`src/rtl/rpsc_rf_sequencer.sv`:
```
// rtl/rpsc_rf_sequencer.sv - RF drive sequencer: permit/reduce interlock receiver, drive ramp, trip latch
// Optional feature: RPSC_RF_FAST_TRIP_EN gates o_rf_gate combinationally with the raw permit.
module rpsc_rf_sequencer #(
  parameter int RAMP_W      = 8,
  parameter int STEP_DIV    = 16,
  parameter int RED_LEVEL   = 'h40,
  parameter int HOLDOFF_CYC = 1000
) (
  input  logic              clk,
  input  logic              rst_n,
  input  logic              i_not_rf_perm,
  input  logic              i_not_rf_red,
  input  logic              i_rf_on_req,
  input  logic              i_trip_ack,
  output logic [RAMP_W-1:0] o_drive_level,
  output logic              o_rf_gate,
  output logic              o_trip,
  output logic              o_ready,
  output logic [2:0]        o_state
);

  localparam int SW = (STEP_DIV > 1) ? $clog2(STEP_DIV) : 1;
  localparam int HW = $clog2(HOLDOFF_CYC + 1);
  localparam logic [RAMP_W-1:0] LVL_MAX   = {RAMP_W{1'b1}};
  localparam logic [RAMP_W-1:0] LVL_RED   = RAMP_W'(RED_LEVEL);
  localparam logic [SW-1:0]     STEP_LAST = SW'(STEP_DIV - 1);
  localparam logic [HW-1:0]     HOLD_LAST = HW'(HOLDOFF_CYC - 1);

  typedef enum logic [2:0] {
    S_IDLE    = 3'd0,
    S_RAMP    = 3'd1,
    S_ON      = 3'd2,
    S_REDUCED = 3'd3,
    S_TRIP    = 3'd4,
    S_HOLDOFF = 3'd5
  } state_t;

  state_t            state_q, state_d;
  logic [RAMP_W-1:0] level_q, level_d, lvl_inc;
  logic              gate_q, gate_d;
  logic              trip_q, trip_d;
  logic              ready_q, ready_d;
  logic              armed_q, armed_d;
  logic [SW-1:0]     step_q, step_d;
  logic [HW-1:0]     hold_q, hold_d;
  logic [1:0]        perm_sync_q, red_sync_q;
  logic              perm_s, red_s, trip_now;

  assign perm_s = perm_sync_q[1];
  assign red_s  = red_sync_q[1];

  // Synchronisers idle high so a reset looks like "no permit, no reduce".
  always_ff @(posedge clk or negedge rst_n) begin
    if (!rst_n) begin
      perm_sync_q <= 2'b11;
      red_sync_q  <= 2'b11;
    end else begin
      perm_sync_q <= {perm_sync_q[0], i_not_rf_perm};
      red_sync_q  <= {red_sync_q[0], i_not_rf_red};
    end
  end

  always_ff @(posedge clk or negedge rst_n) begin
    if (!rst_n) begin
      state_q <= S_IDLE;
      level_q <= '0;
      gate_q  <= 1'b0;
      trip_q  <= 1'b0;
      ready_q <= 1'b0;
      armed_q <= 1'b0;
      step_q  <= '0;
      hold_q  <= '0;
    end else begin
      state_q <= state_d;
      level_q <= level_d;
      gate_q  <= gate_d;
      trip_q  <= trip_d;
      ready_q <= ready_d;
      armed_q <= armed_d;
      step_q  <= step_d;
      hold_q  <= hold_d;
    end
  end

  assign lvl_inc = (level_q == LVL_MAX) ? LVL_MAX : level_q + 1'b1;

  always_comb begin
    state_d  = state_q;
    level_d  = level_q;
    gate_d   = gate_q;
    trip_d   = trip_q;
    step_d   = '0;
    hold_d   = '0;
    trip_now = 1'b0;
    armed_d  = armed_q | ~i_rf_on_req;
    case (state_q)
      S_IDLE: begin
        level_d = '0;
        gate_d  = 1'b0;
        if (!perm_s && i_rf_on_req && armed_q) begin
          state_d = S_RAMP;
          gate_d  = 1'b1;
        end
      end
      S_RAMP, S_ON, S_REDUCED: begin
        if (perm_s) begin
          trip_now = 1'b1;
        end else if (!i_rf_on_req) begin
          state_d = S_IDLE;
          level_d = '0;
          gate_d  = 1'b0;
        end else if (state_q == S_ON) begin
          if (!red_s) begin
            level_d = LVL_RED;
            state_d = S_REDUCED;
          end
        end else if (state_q == S_REDUCED) begin
          if (red_s) state_d = S_RAMP;
        end else if (!red_s && level_q >= LVL_RED) begin
          level_d = LVL_RED;
          state_d = S_REDUCED;
        end else if (step_q == STEP_LAST) begin
          level_d = lvl_inc;
          if (lvl_inc == LVL_MAX)                 state_d = S_ON;
          else if (!red_s && lvl_inc == LVL_RED)  state_d = S_REDUCED;
        end else begin
          step_d = step_q + 1'b1;
        end
      end
      S_TRIP: begin
        level_d = '0;
        gate_d  = 1'b0;
        trip_d  = 1'b1;
        if (i_trip_ack && !perm_s) state_d = S_HOLDOFF;
      end
      S_HOLDOFF: begin
        if (perm_s) begin
          trip_now = 1'b1;
        end else if (hold_q == HOLD_LAST) begin
          state_d = S_IDLE;
          trip_d  = 1'b0;
        end else begin
          hold_d = hold_q + 1'b1;
        end
      end
      default: trip_now = 1'b1;
    endcase
    // Trip entry drops the arm so a held request cannot restart RF after recovery.
    if (trip_now) begin
      state_d = S_TRIP;
      level_d = '0;
      gate_d  = 1'b0;
      trip_d  = 1'b1;
      armed_d = 1'b0;
    end
  end

  assign ready_d = (state_d == S_IDLE) & armed_d & ~perm_sync_q[0];

  assign o_drive_level = level_q;
  assign o_trip        = trip_q;
  assign o_ready       = ready_q;
  assign o_state       = state_q;
`ifdef RPSC_RF_FAST_TRIP_EN
  assign o_rf_gate = gate_q & ~i_not_rf_perm;
`else
  assign o_rf_gate = gate_q;
`endif

endmodule

```
`config.mk`:
```
export PLATFORM = sky130hd
export DESIGN_NAME = rpsc_rf_sequencer
export DESIGN_NICKNAME = d
export VERILOG_FILES = /design/src/rtl/rpsc_rf_sequencer.sv
export SDC_FILE = /design/constraint.sdc
export NUM_CORES = 1
export LEC_CHECK = 0
export ABC_AREA = 1
export CORE_MARGIN = 2
export CORE_UTILIZATION = 34
export CTS_CLUSTER_SIZE = 28
export DETAILED_ROUTE_END_ITERATION = 16
export PLACE_DENSITY = 0.64
export SKIP_LAST_GASP = 1
export SYNTH_ARGS = -nofsm -noshare
export SYNTH_HDL_FRONTEND = slang
export SYNTH_SLANG_ARGS = --single-unit
```
`constraint.sdc`:
```
create_clock -name clk -period 2.4 [get_ports clk]
set_input_delay 0.24 -clock clk [delete_from_list [all_inputs] [get_ports clk]]
set_output_delay 0.24 -clock clk [all_outputs]
set_load 0.005 [all_outputs]
```
==> run metrics <==
Reg2Reg Depth 15; Inserted Clock Buffers 5; Resize count post-CTS 0; area grow syn2layout 20.90%; WHS Endpoint perm_sync_q[0]$_DFF_PN1_; Min-Delay Startpoint i_not_rf_perm; antenna fix cells 0; CP Max Fanout 7; initial antenna violation count 0; Yosys reg bits 33; Reg2Reg Capture Point o_ready$_DFF_PN0_; Crit Reg-Reg Startpoint o_drive_level[0]$_DFFE_PN0P_; port buffer count 19; post-synthesis cell count 234; initial DRC count 92; TritonCTS clock tree built; CP dominant cell by count nand2_1; Clock H-tree levels 2; ANT nets after route 0; RSZ-0062 raised after global routing no; max-cap violations 0; slowest stage delay, CP 430 ps; die span in y 76.32 um; synthesized area per cell 7.598 um^2; clock slew at reported path FFs 70 ps; via count 1581; # DRC 0; fillcell total 530; PD cells 651.8 nW/um^2; Final min period 1990 ps; Period Utilization, post-route 82.92%; Hold/Removal Path Class primary input to flop; Post-synth ARST share 100.0%; Seq/Total Area, Yosys 46.73%; CP required 2620 ps; setup slack, reg-to-reg 410 ps; root buffer cell clkbuf_8; count leader, synth nand2_1; vias per inst 4.762; clock sinks 33; Post-Syn Nets 243; post-synth top area share 40.82%; row count 26; crit path buf inv count 0; # IOs 20; Max Slew Vio Count 0; worst slew pin tran 419.2 ps; Setup TNS 0 ps; Congestion Overflow GR 0; pin count of the biggest net entering global routing 34; Starting Density 35.03%; worst skew pair latency 290 ps; post-synth top area cell dfrtp_1; Layout Skew 10.34 ps; ys flop type dfrtp_1; Die X 76.32 um; Setup Crit Path Kind flop to flop; Leak 0.9915 nW; Crit. End Element flop; Max Root-Sink Buffers 2; cell area after synthesis 1778 um^2; family with the most delay on the worst path simple AND/OR/NAND/NOR gates; Final Util 42.36%; relative slew slack 72.05%; GP Congestion 0.8058; Post-DP HPWL 2780 um; maximum VDD drop 398.7 uV; drt total wl 3721 um; post-DR wirelength/cell 11.21 um; crit path launch o_drive_level[0]$_DFFE_PN0P_; Worst path slowest cell dfrtp_1; GRT Util Overall 14.34%; share of layout cells above drive strength 1 7.634%; first-pass GRT wire length 6686 um; Post-synth EDFFs 0; Netlist cell types 28; Post-CTS Hold Fix Bufs 0; status completed; Synth top cells by count nand2_1, nor2_1, inv_1; Net count, final 270; Detailed Routing Iterations Pass 1 4; WHS Path Cells 1; fmax 502.5 MHz; Fin. Hold Viols 0; cells taking the most area after synthesis dfrtp_1, nand2_1, nor2_1, inv_1, dfstp_2; crit path launch type flop; final setup fails 0; crit path cell chain ha_1 > nand3_2 > nor2_2 > nand2_2 > nand2_1 > nand3_1 > nor2_1 > nand3_1 > nand2_1 > nand2_1 > nand2_1 > nand2_1 > nand2_1 > nand2_1 > a21oi_2; post-CTS setup buffer count 0; vias in the first global route 1496; Die Area 5824 um^2; core area 5075 um^2; Yosys warning total 0; worst path arrival time 2210 ps
[registers in the layout, summed over array words and instances (netlist names)]
name           cells
step_q             4
o_state            3
perm_sync_q        2
o_rf_gate          1
o_ready            1
hold_q            10
red_sync_q         2
o_drive_level      8
armed_q            1
o_trip             1
[worst register-to-register path: stages (launching register included)]
cell,delay [ps]
dfrtp_1,430
ha_1,250
nand3_2,130
nor2_2,140
nand2_2,120
nand2_1,100
nand3_1,80
nor2_1,90
nand3_1,100
nand2_1,90
nand2_1,50
nand2_1,60
nand2_1,50
nand2_1,70
nand2_1,70
a21oi_2,100
[logic make-up after synthesis]
kind of cell / after synthesis / share of synthesized area, %
AO/OA/AOI/OAI: 28 / 8.798
XOR/XNOR: 7 / 3.448
adder cells (fa/ha/maj): 3 / 2.111
buffers and inverters: 32 / 6.756
flip-flops: 33 / 46.73
AND/OR/NAND/NOR: 131 / 32.16
[worst max-delay path by stage]
stage	slack, ps	endpoint	depth (start not counted)
after floorplan	650	o_ready$_DFF_PN0_	15
after global placement	420	o_ready$_DFF_PN0_	15
after detailed placement	410	o_ready$_DFF_PN0_	15
after CTS	390	o_ready$_DFF_PN0_	15
after global routing	170	o_ready$_DFF_PN0_	16
final	410	o_ready$_DFF_PN0_	15
[stage by stage]
| stage | instances | worst slack (ps) | hold WS [ps] | area [um^2] | total power [mW] |
|---|---|---|---|---|---|
| floorplan | 234 | 654.3 | -55.59 | 1778 | 0.8593 |
| global placement | 324 | 424.4 | 347.2 | 2063 | 0.9987 |
| detailed placement | 324 | 408.4 | 353.2 | 2063 | 0.9998 |
| CTS | 332 | 387.7 | 342.1 | 2150 | 1.422 |
| global route | 332 | 174.2 | 349.8 | 2150 | 1.501 |
| finish | 332 | 409.9 | 353.5 | 2150 | 1.401 |
[cell type report]
class	instances	area [um^2]	area share, %
clock buffer	5	68.82	3.201
clock inverter	3	17.52	0.8149
inverter	32	120.1	5.588
multi-input combinational	169	827.0	38.47
sequential	33	830.8	38.65
tap	70	87.58	4.075
timing repair buffer	20	197.7	9.197
[power breakdown]
group	switching (mW)	internal, mW	leakage, nW	total, mW
Sequential	0.0478	0.607	0.433	0.655
Clock	0.213	0.200	0.0439	0.413
Combinational	0.199	0.134	0.515	0.333
[metal layers]
metal  routed length, um  GRT usage, %
met5                   0             0
met4                  66         5.455
met2                1729         22.83
met3                 169         3.791
met1                1756         18.74
[cells in the final DEF, fill, tap and decap left out, types with 2 or more instances in the layout]
master | Yosys | layout
a21oi_1 | 8 | 8
clkbuf_8 | 0 | 5
clkdlybuf4s50_1 | 0 | 19
clkinv_2 | 0 | 2
dfrtp_1 | 29 | 29
dfstp_2 | 4 | 4
ha_1 | 3 | 3
inv_1 | 31 | 31
nand2_1 | 56 | 56
nand3_1 | 19 | 19
nand4_1 | 4 | 4
nor2_1 | 35 | 35
nor2_2 | 2 | 2
nor3_1 | 5 | 5
nor3b_1 | 3 | 3
nor4_1 | 2 | 2
o21ai_0 | 14 | 14
xnor2_1 | 3 | 3
xor2_1 | 4 | 4
Note: power is estimated with default switching activity, not from simulation.
